File: config.mk
export PLATFORM = sky130hd
export DESIGN_NAME = uart_rx_param
export DESIGN_NICKNAME = d
export VERILOG_FILES = /design/src/rtl/uart_pkg.sv /design/src/rtl/uart_baud_tick.sv /design/src/rtl/uart_rx_param.sv
export SDC_FILE = /design/constraint.sdc
export NUM_CORES = 1
export LEC_CHECK = 0
export ABC_AREA = 1
export BUFFER_PORTS_ARGS = -buffer_cell sky130_fd_sc_hd__buf_4
export CORE_MARGIN = 2
export CORE_UTILIZATION = 59
export CTS_CLUSTER_DIAMETER = 200
export CTS_CLUSTER_SIZE = 40
export DETAILED_ROUTE_END_ITERATION = 12
export GPL_ROUTABILITY_DRIVEN = 0
export PLACE_DENSITY = 0.89
export SYNTH_ARGS = -nofsm -noshare
export SYNTH_HDL_FRONTEND = slang
export SYNTH_SLANG_ARGS = --single-unit
File: constraint.sdc
create_clock -name clk50 -period 2 [get_ports clk50]
set_input_delay 0.5 -clock clk50 [delete_from_list [all_inputs] [get_ports clk50]]
set_output_delay 0.5 -clock clk50 [all_outputs]
set_load 0.005 [all_outputs]
File: src/rtl/uart_pkg.sv
// uart_pkg: shared types for the parametrised UART receiver.
// Receiver state encoding, parity modes and the baud divider helper.
`timescale 1ns/1ps
package uart_pkg;

    typedef enum logic [2:0] {
        ST_IDLE,
        ST_START,
        ST_DATA,
        ST_PARITY,
        ST_STOP
    } rx_state_e;

    localparam int PAR_NONE = 0;
    localparam int PAR_EVEN = 1;
    localparam int PAR_ODD  = 2;

    // Rounded clocks-per-oversample-tick, never below one.
    function automatic int calc_div(
        input int clk_hz,
        input int baud,
        input int os
    );
        int den;
        int d;
        den = baud * os;
        d   = (clk_hz + den / 2) / den;
        if (d < 1) d = 1;
        return d;
    endfunction

endpackage

File: src/rtl/uart_baud_tick.sv
// uart_baud_tick: free-running divider producing a one-cycle tick.
// The tick is a clock enable for the receiver, never a clock.
`timescale 1ns/1ps
module uart_baud_tick #(
    parameter int DIV = 27
) (
    input  logic clk50,
    input  logic nreset,
    output logic tick_o
);

    localparam int CW = (DIV > 1) ? $clog2(DIV) : 1;
    localparam logic [CW-1:0] LAST = CW'(DIV - 1);

    logic [CW-1:0] cnt_q;
    logic [CW-1:0] cnt_d;

    // Wrap the divider after DIV clocks.
    always_comb begin
        cnt_d = cnt_q + 1'b1;
        if (cnt_q == LAST) cnt_d = '0;
    end

    // Divider register, restarts from zero on reset.
    always_ff @(posedge clk50 or negedge nreset) begin
        if (!nreset) cnt_q <= '0;
        else         cnt_q <= cnt_d;
    end

    assign tick_o = (cnt_q == LAST);

endmodule

File: src/rtl/uart_rx_param.sv
// uart_rx_param: oversampling UART receiver with majority vote,
// false-start rejection, parity/framing flags and valid/ready output.
`timescale 1ns/1ps
module uart_rx_param
    import uart_pkg::*;
#(
    parameter int CLK_HZ     = 50000000,
    parameter int BAUD       = 115200,
    parameter int OVERSAMPLE = 16,
    parameter int DATA_BITS  = 8,
    parameter int PARITY     = 0,
    parameter int STOP_BITS  = 1
) (
    input  logic                 clk50,
    input  logic                 nreset,
    input  logic                 rx,
    output logic [DATA_BITS-1:0] rx_data,
    output logic                 rx_valid,
    input  logic                 rx_ready,
    output logic                 frame_err,
    output logic                 parity_err,
    output logic                 overrun
);

    localparam int DIV = calc_div(CLK_HZ, BAUD, OVERSAMPLE);
    localparam int M   = OVERSAMPLE / 2;
    localparam int TW  = $clog2(OVERSAMPLE);
    localparam int BW  = $clog2(DATA_BITS + 1);

    localparam logic [TW-1:0] TC_LAST = TW'(OVERSAMPLE - 1);
    localparam logic [TW-1:0] TC_M0   = TW'(M - 1);
    localparam logic [TW-1:0] TC_M1   = TW'(M);
    localparam logic [TW-1:0] TC_M2   = TW'(M + 1);
    localparam logic [BW-1:0] NBITS   = BW'(DATA_BITS);
    localparam logic [BW-1:0] SB_LAST = BW'(STOP_BITS - 1);
    localparam logic          IS_ODD  = (PARITY == PAR_ODD);
    localparam logic          HAS_PAR = (PARITY != PAR_NONE);

    logic                 tick;
    logic                 rx_m_q, rx_s_q;
    rx_state_e            state_q, state_d;
    logic [TW-1:0]        tc_q, tc_d;
    logic [BW-1:0]        bc_q, bc_d;
    logic [DATA_BITS-1:0] shift_q, shift_d;
    logic                 s0_q, s0_d;
    logic                 s1_q, s1_d;
    logic                 par_q, par_d;
    logic                 ferr_q, ferr_d;
    logic                 maj;
    logic                 done;
    logic                 fe_new;
    logic                 pe_new;
    logic                 accept;

    uart_baud_tick #(
        .DIV(DIV)
    ) u_tick (
        .clk50 (clk50),
        .nreset(nreset),
        .tick_o(tick)
    );

    // Two-flop synchroniser; the line idles high.
    always_ff @(posedge clk50 or negedge nreset) begin
        if (!nreset) begin
            rx_m_q <= 1'b1;
            rx_s_q <= 1'b1;
        end else begin
            rx_m_q <= rx;
            rx_s_q <= rx_m_q;
        end
    end

    // Next-state logic: sample counter, majority vote and bit sequencing.
    always_comb begin
        state_d = state_q;
        tc_d    = tc_q;
        bc_d    = bc_q;
        shift_d = shift_q;
        s0_d    = s0_q;
        s1_d    = s1_q;
        par_d   = par_q;
        ferr_d  = ferr_q;
        done    = 1'b0;
        maj     = (s0_q & s1_q) | (s0_q & rx_s_q) | (s1_q & rx_s_q);
        fe_new  = ferr_q | ~maj;
        pe_new  = HAS_PAR & ((^shift_q ^ par_q) != IS_ODD);
        if (tick) begin
            if (state_q != ST_IDLE) begin
                tc_d = (tc_q == TC_LAST) ? '0 : tc_q + 1'b1;
                if (tc_q == TC_M0) s0_d = rx_s_q;
                if (tc_q == TC_M1) s1_d = rx_s_q;
            end
            unique case (state_q)
                ST_IDLE: begin
                    if (!rx_s_q) begin
                        state_d = ST_START;
                        tc_d    = TW'(1);
                        ferr_d  = 1'b0;
                        par_d   = 1'b0;
                    end
                end
                ST_START: begin
                    if (tc_q == TC_M2 && maj) begin
                        state_d = ST_IDLE;
                        tc_d    = '0;
                    end else if (tc_q == TC_LAST) begin
                        state_d = ST_DATA;
                        bc_d    = '0;
                    end
                end
                ST_DATA: begin
                    if (tc_q == TC_M2) begin
                        shift_d = {maj, shift_q[DATA_BITS-1:1]};
                        bc_d    = bc_q + 1'b1;
                    end
                    if (tc_q == TC_LAST && bc_q == NBITS) begin
                        state_d = HAS_PAR ? ST_PARITY : ST_STOP;
                        bc_d    = '0;
                    end
                end
                ST_PARITY: begin
                    if (tc_q == TC_M2) par_d = maj;
                    if (tc_q == TC_LAST) state_d = ST_STOP;
                end
                ST_STOP: begin
                    if (tc_q == TC_M2) begin
                        ferr_d = fe_new;
                        bc_d   = bc_q + 1'b1;
                        if (bc_q == SB_LAST) begin
                            state_d = ST_IDLE;
                            tc_d    = '0;
                            bc_d    = '0;
                            done    = 1'b1;
                        end
                    end
                end
                default: state_d = ST_IDLE;
            endcase
        end
    end

    // Receiver state registers.
    always_ff @(posedge clk50 or negedge nreset) begin
        if (!nreset) begin
            state_q <= ST_IDLE;
            tc_q    <= '0;
            bc_q    <= '0;
            shift_q <= '0;
            s0_q    <= 1'b0;
            s1_q    <= 1'b0;
            par_q   <= 1'b0;
            ferr_q  <= 1'b0;
        end else begin
            state_q <= state_d;
            tc_q    <= tc_d;
            bc_q    <= bc_d;
            shift_q <= shift_d;
            s0_q    <= s0_d;
            s1_q    <= s1_d;
            par_q   <= par_d;
            ferr_q  <= ferr_d;
        end
    end

    assign accept = rx_valid & rx_ready;

    // Output holding register with valid/ready handshake and overrun.
    always_ff @(posedge clk50 or negedge nreset) begin
        if (!nreset) begin
            rx_data    <= '0;
            rx_valid   <= 1'b0;
            frame_err  <= 1'b0;
            parity_err <= 1'b0;
            overrun    <= 1'b0;
        end else if (done && (!rx_valid || accept)) begin
            rx_data    <= shift_q;
            rx_valid   <= 1'b1;
            frame_err  <= fe_new;
            parity_err <= pe_new;
            if (accept) overrun <= 1'b0;
        end else if (done) begin
            overrun <= 1'b1;
        end else if (accept) begin
            rx_valid <= 1'b0;
            overrun  <= 1'b0;
        end
    end

endmodule

-- Word-level counts from Yosys, hierarchy flattened
Cells that the tools add are included.
- $add $sub $neg: 3
- eq/ne operators: 20
- multiplexer cells: 36
- bitwise gates (word level): 8
- reductions and logical operators: 18
- operators with widths (cell ; number):
    2-to-1 mux 4 bit ; 12
    case mux 4 bit (3 select lines) ; 2
    2-to-1 mux 3 bit ; 7
    == test 4 bit (second input constant) ; 4
    case mux 3 bit (5 select lines) ; 1
    inequality test 2 bit (second input constant) ; 7
    2-to-1 mux 1 bit ; 12
    AND reduction 3 bit ; 3
    adder 4 x 1 -> 4 bit (second input constant) ; 2
    AND reduction 7 bit ; 1
    == test 3 x 2 -> 1 bit (second input constant) ; 2
    inequality test 3 bit (second input constant) ; 2
    AND reduction 6 bit ; 1
    nonzero test 3 bit ; 2
    adder 5 x 1 -> 5 bit (second input constant) ; 1
    == test 5 bit (second input constant) ; 1
    2-to-1 mux 5 bit ; 1
    bitwise AND 1 bit ; 4
    == test 4 x 3 -> 1 bit (second input constant) ; 1
    zero test 4 bit ; 1
    AND reduction 4 bit ; 1
    nonzero test 2 bit ; 2
    == test 3 x 1 -> 1 bit (second input constant) ; 1
    == test 3 bit (second input constant) ; 1
    other kinds (9) ; 13
- register bits after elaboration: 40
- output and inout port bits: 12
- word-level logic and storage cells: 99

-- Longest topological paths before layout
- word-level depth: 8
- depth in mapped cells: 10

-- By module
A second synthesis with hierarchy kept.
- cell total of the unflattened synthesis: 262
- area total of the unflattened synthesis: 2062.0 µm²
- modules (own cells, without submodules) (module ; instances ; cells an instance ; area an instance (µm²) ; sequential area each (µm²)):
    uart_rx_param ; 1 ; 233 ; 1816.7 ; 878.3
    uart_baud_tick ; 1 ; 29 ; 245.2 ; 125.1

-- Least setup slack after synthesis
No wires, ideal clock.
- path type: register -> register
- from: register u_tick.cnt_q[0]
- to: register state_q[0]
- library setup time: 0.117 ns
- arrival: 1.385 ns
- required time: 1.883 ns
- path slack: 0.498 ns
- stages on the path, launching flop included: 10
- buffers on the path: 0
- period minus slack after synthesis: 1.502 ns
- cells stage by stage: dfrtp_1 inv_1 ha_1 nand2_1 nor3_4 nand2_2 nor2_2 nand3_2 nand2_1 nand2_1
- longest elaborated chain between the ends: 2
- RTL lines (element ; line ; RTL):
    from (decl) ; uart_baud_tick.sv:15 ; logic [CW-1:0] cnt_q;
    from (signal assigned) ; uart_baud_tick.sv:27 ; else cnt_q <= cnt_d;
    == test 5 bit ; uart_baud_tick.sv:30 ; assign tick_o = (cnt_q == LAST);
    AND reduction 7 bit (no line) ; -- ;
    to (signal assigned) ; uart_rx_param.sv:155 ; state_q <= state_d;
    to (decl) ; uart_rx_param.sv:41 ; rx_state_e state_q, state_d;
Every way passes these cells.
A chain may end at the register's enable or synchronous reset.

-- Worst setup path after layout
- from: register u_tick.cnt_q[0]
- to: register state_q[1]
The elaborated chain is that of the path after synthesis.

==> out/results.ini <==
[outcome]
status=completed

[job]
maxCapViolations=0

[grt]
grt_pass1_wl_um=6865
grt_max_degree=41
use_met1_pct=29.70
use_met3_pct=5.729
grtUsageMet2_pct=31.83
busiest_layer=met2
overflow=0
gr-usage-all-layers_pct=21.11
antenna_found_initial=0
grt_pass1_vias=1547

[route]
initialDrtViolationCount=131
dr.pass1.iters=5
vias=1698
drc=0
final_antenna_net_count=0
avgViaCountPerCell=5.145
wire_per_inst_um=11.86
wl_um=3915

[logic_synthesis]
yosysTopAreaCell=dfrtp_1
synth_top_area_share_pct=43.53
yosys_register_bits=40
syn_inst=263
synth.area.top_cells=dfrtp_1 (44%), nand2_1 (12%), inv_1 (6.0%)
synth_area_per_cell_um2=8.306
ys.warnings.count=0
syn_area_mm2=0.002185
yosysSeqAreaShare_pct=45.93
ys_types=27
syn_nets=274

[worst_setup_path]
worstSetupStartpoint=u_tick.cnt_q[0]
crit_arrival_ns=1.92
crit_fanout=7
crit_path_end_kind=flop
critPathKind=flop to flop
r2r_start=u_tick.cnt_q[0]
critPathLaunchType=flop
crit_required_ns=2.17

[floorplanning]
core_mm2=0.003606
rows=22
die_area_mm2=0.004206
die_w_um=64.85
start_util_pct=60.58
die_h_um=64.85
num_io_pins=16

[layout]
fin_cells=330
layout_common_cells=nand2_1 (67), dfrtp_1 (38), inv_1 (35), nand3_1 (24), nor2_1 (18)
drive_gt1_share_pct=19.15
nets=292
antennaDiodeCount=0
design_area_mm2=0.002414
final_common_cell=nand2_1
syn_to_final_growth_pct=10.48

[clocking]
htree_levels=2
ctsHoldBuffers=0
insertion_delay_ns=0.29
cts_setup_buffers=0
root_buffer=clkbuf_8
cts_resized=0
clock-sinks=40
clk_pin_slew_ns=0.07
cts_buffer_depth=2
numCtsBuffers=5
cts_tree=yes

[power_and_ir_drop]
p_comb_share_pct=3.7
p_clk_share_pct=39.1
vdd_drop_max_mv=0.4780
switching_share_pct=22.56
p_seq_share_pct=57.3
power.leakage_nw=1.226
internal-power_mw=1.110
power_switching_uw=323.5
power_per_cell_area_mw_per_mm2=594.0

[timing]
fmax_mhz=571.8
timing.final.hold_violations=0
fin_setup_tns_ns=0
period_needed_ns=1.749
drv_slew=0
setup_viol=0
rsz0062_at_grt=false
fin_skew_ns=0.006906
finalCritPeriodShare_pct=87.45

[place]
dp_hpwl_um=2842
dp.cells=322
port_buffers=14
place_area_mm2=0.002320

[min_path]
hold_class=primary input to async pin

==> worst max-delay path, cell delays in order (launching register included) <==
cell and delay [ns]:
dfrtp_1 0.41, inv_1 0.07, ha_1 0.21, nand2_1 0.11, nor3_4 0.30, nand2_2 0.10
nor2_2 0.18, nand3_2 0.12, nand2_1 0.07, nand2_1 0.07
==> worst paths after layout <==
| path | to | slack (ns) | depth (start not counted) |
|---|---|---|---|
| worst max-delay path | state_q[1] | 0.25 | 9 |
| worst min-delay path | tc_q[2] | 0.17 | 1 |
| worst max register to register | state_q[1] | 0.25 | 9 |
| worst min register to register | rx_s_q | 0.36 | 0 |
| max in group asynchronous | rx_s_q | 1.47 | 1 |
| min in group clk50 | rx_m_q | 0.31 | 1 |
==> area by class of cell <==
type	count	area, um2
clock buffers	7	86.33
clock inverters	1	7.507
fillers	292	1192
inverters	39	146.4
multi-input cells	181	1005
flip-flops and latches	40	1003
well taps	48	60.06
repair buffers	14	105.1
==> cell families after synthesis <==
family,after synthesis,synth area share (%)
compound gates,35,9.507
xor+xnor,3,1.203
fa+ha+maj,7,4.009
buf+inv,42,8.076
flops,40,45.93
other cells,1,0.1717
simple gates,135,31.10
==> per-stage QoR <==
stage	hold slack [ns]	worst slack [ns]	utilization (%)	power [mW]
detailed placement	0.3485	0.2518	64.33	0.8899
finish	0.1691	0.2510	66.93	1.434
global placement	0.3463	0.3078	64.33	0.8886
global route	0.2070	0.1231	66.93	1.486
CTS	0.1851	0.2468	66.93	1.445
floorplan	0.2044	0.4976	-	0.8627
==> power groups by stage <==
stage | combinational, mW | clock (mW) | sequential, mW
floorplan | 0.0263 | 0 | 0.836
global placement | 0.0520 | 0 | 0.837
detailed placement | 0.0532 | 0 | 0.837
CTS | 0.0541 | 0.571 | 0.821
global route | 0.0621 | 0.602 | 0.822
finish | 0.0527 | 0.560 | 0.821
==> registers in the layout (all words and copies together) (netlist names), 3 cells and up <==
| signal | cells |
|---|---|
| rx_data | 8 |
| u_tick.cnt_q | 5 |
| tc_q | 4 |
| bc_q | 4 |
| state_q | 3 |
| shift_q | 8 |
==> per-layer routing <==
layer  vias up  share of wire [%]
met1       796                 48
met5         -                  0
met2        19                 47
li1        874                  -
met4         0                1.7
met3         9                2.7
==> synth_stat cells <==
master / n
nand3_1: 24
xnor2_1: 1
a21oi_1: 7
nand4_4: 1
conb_1: 1
o211ai_1: 1
o21ai_0: 16
nand2_1: 67
o21ai_2: 8
dfrtp_1: 38
nand3_4: 2
buf_4: 1
nand2_4: 1
inv_2: 4
ha_1: 7
nor2_1: 18
nor3_4: 1
nor2_2: 5
nand3_2: 3
dfstp_2: 2
nand4_1: 7
inv_1: 35
buf_6: 2
o21ai_1: 3
xor2_1: 2
nor2_8: 1
nand2_2: 5
Power figures use the tool's default switching activity.
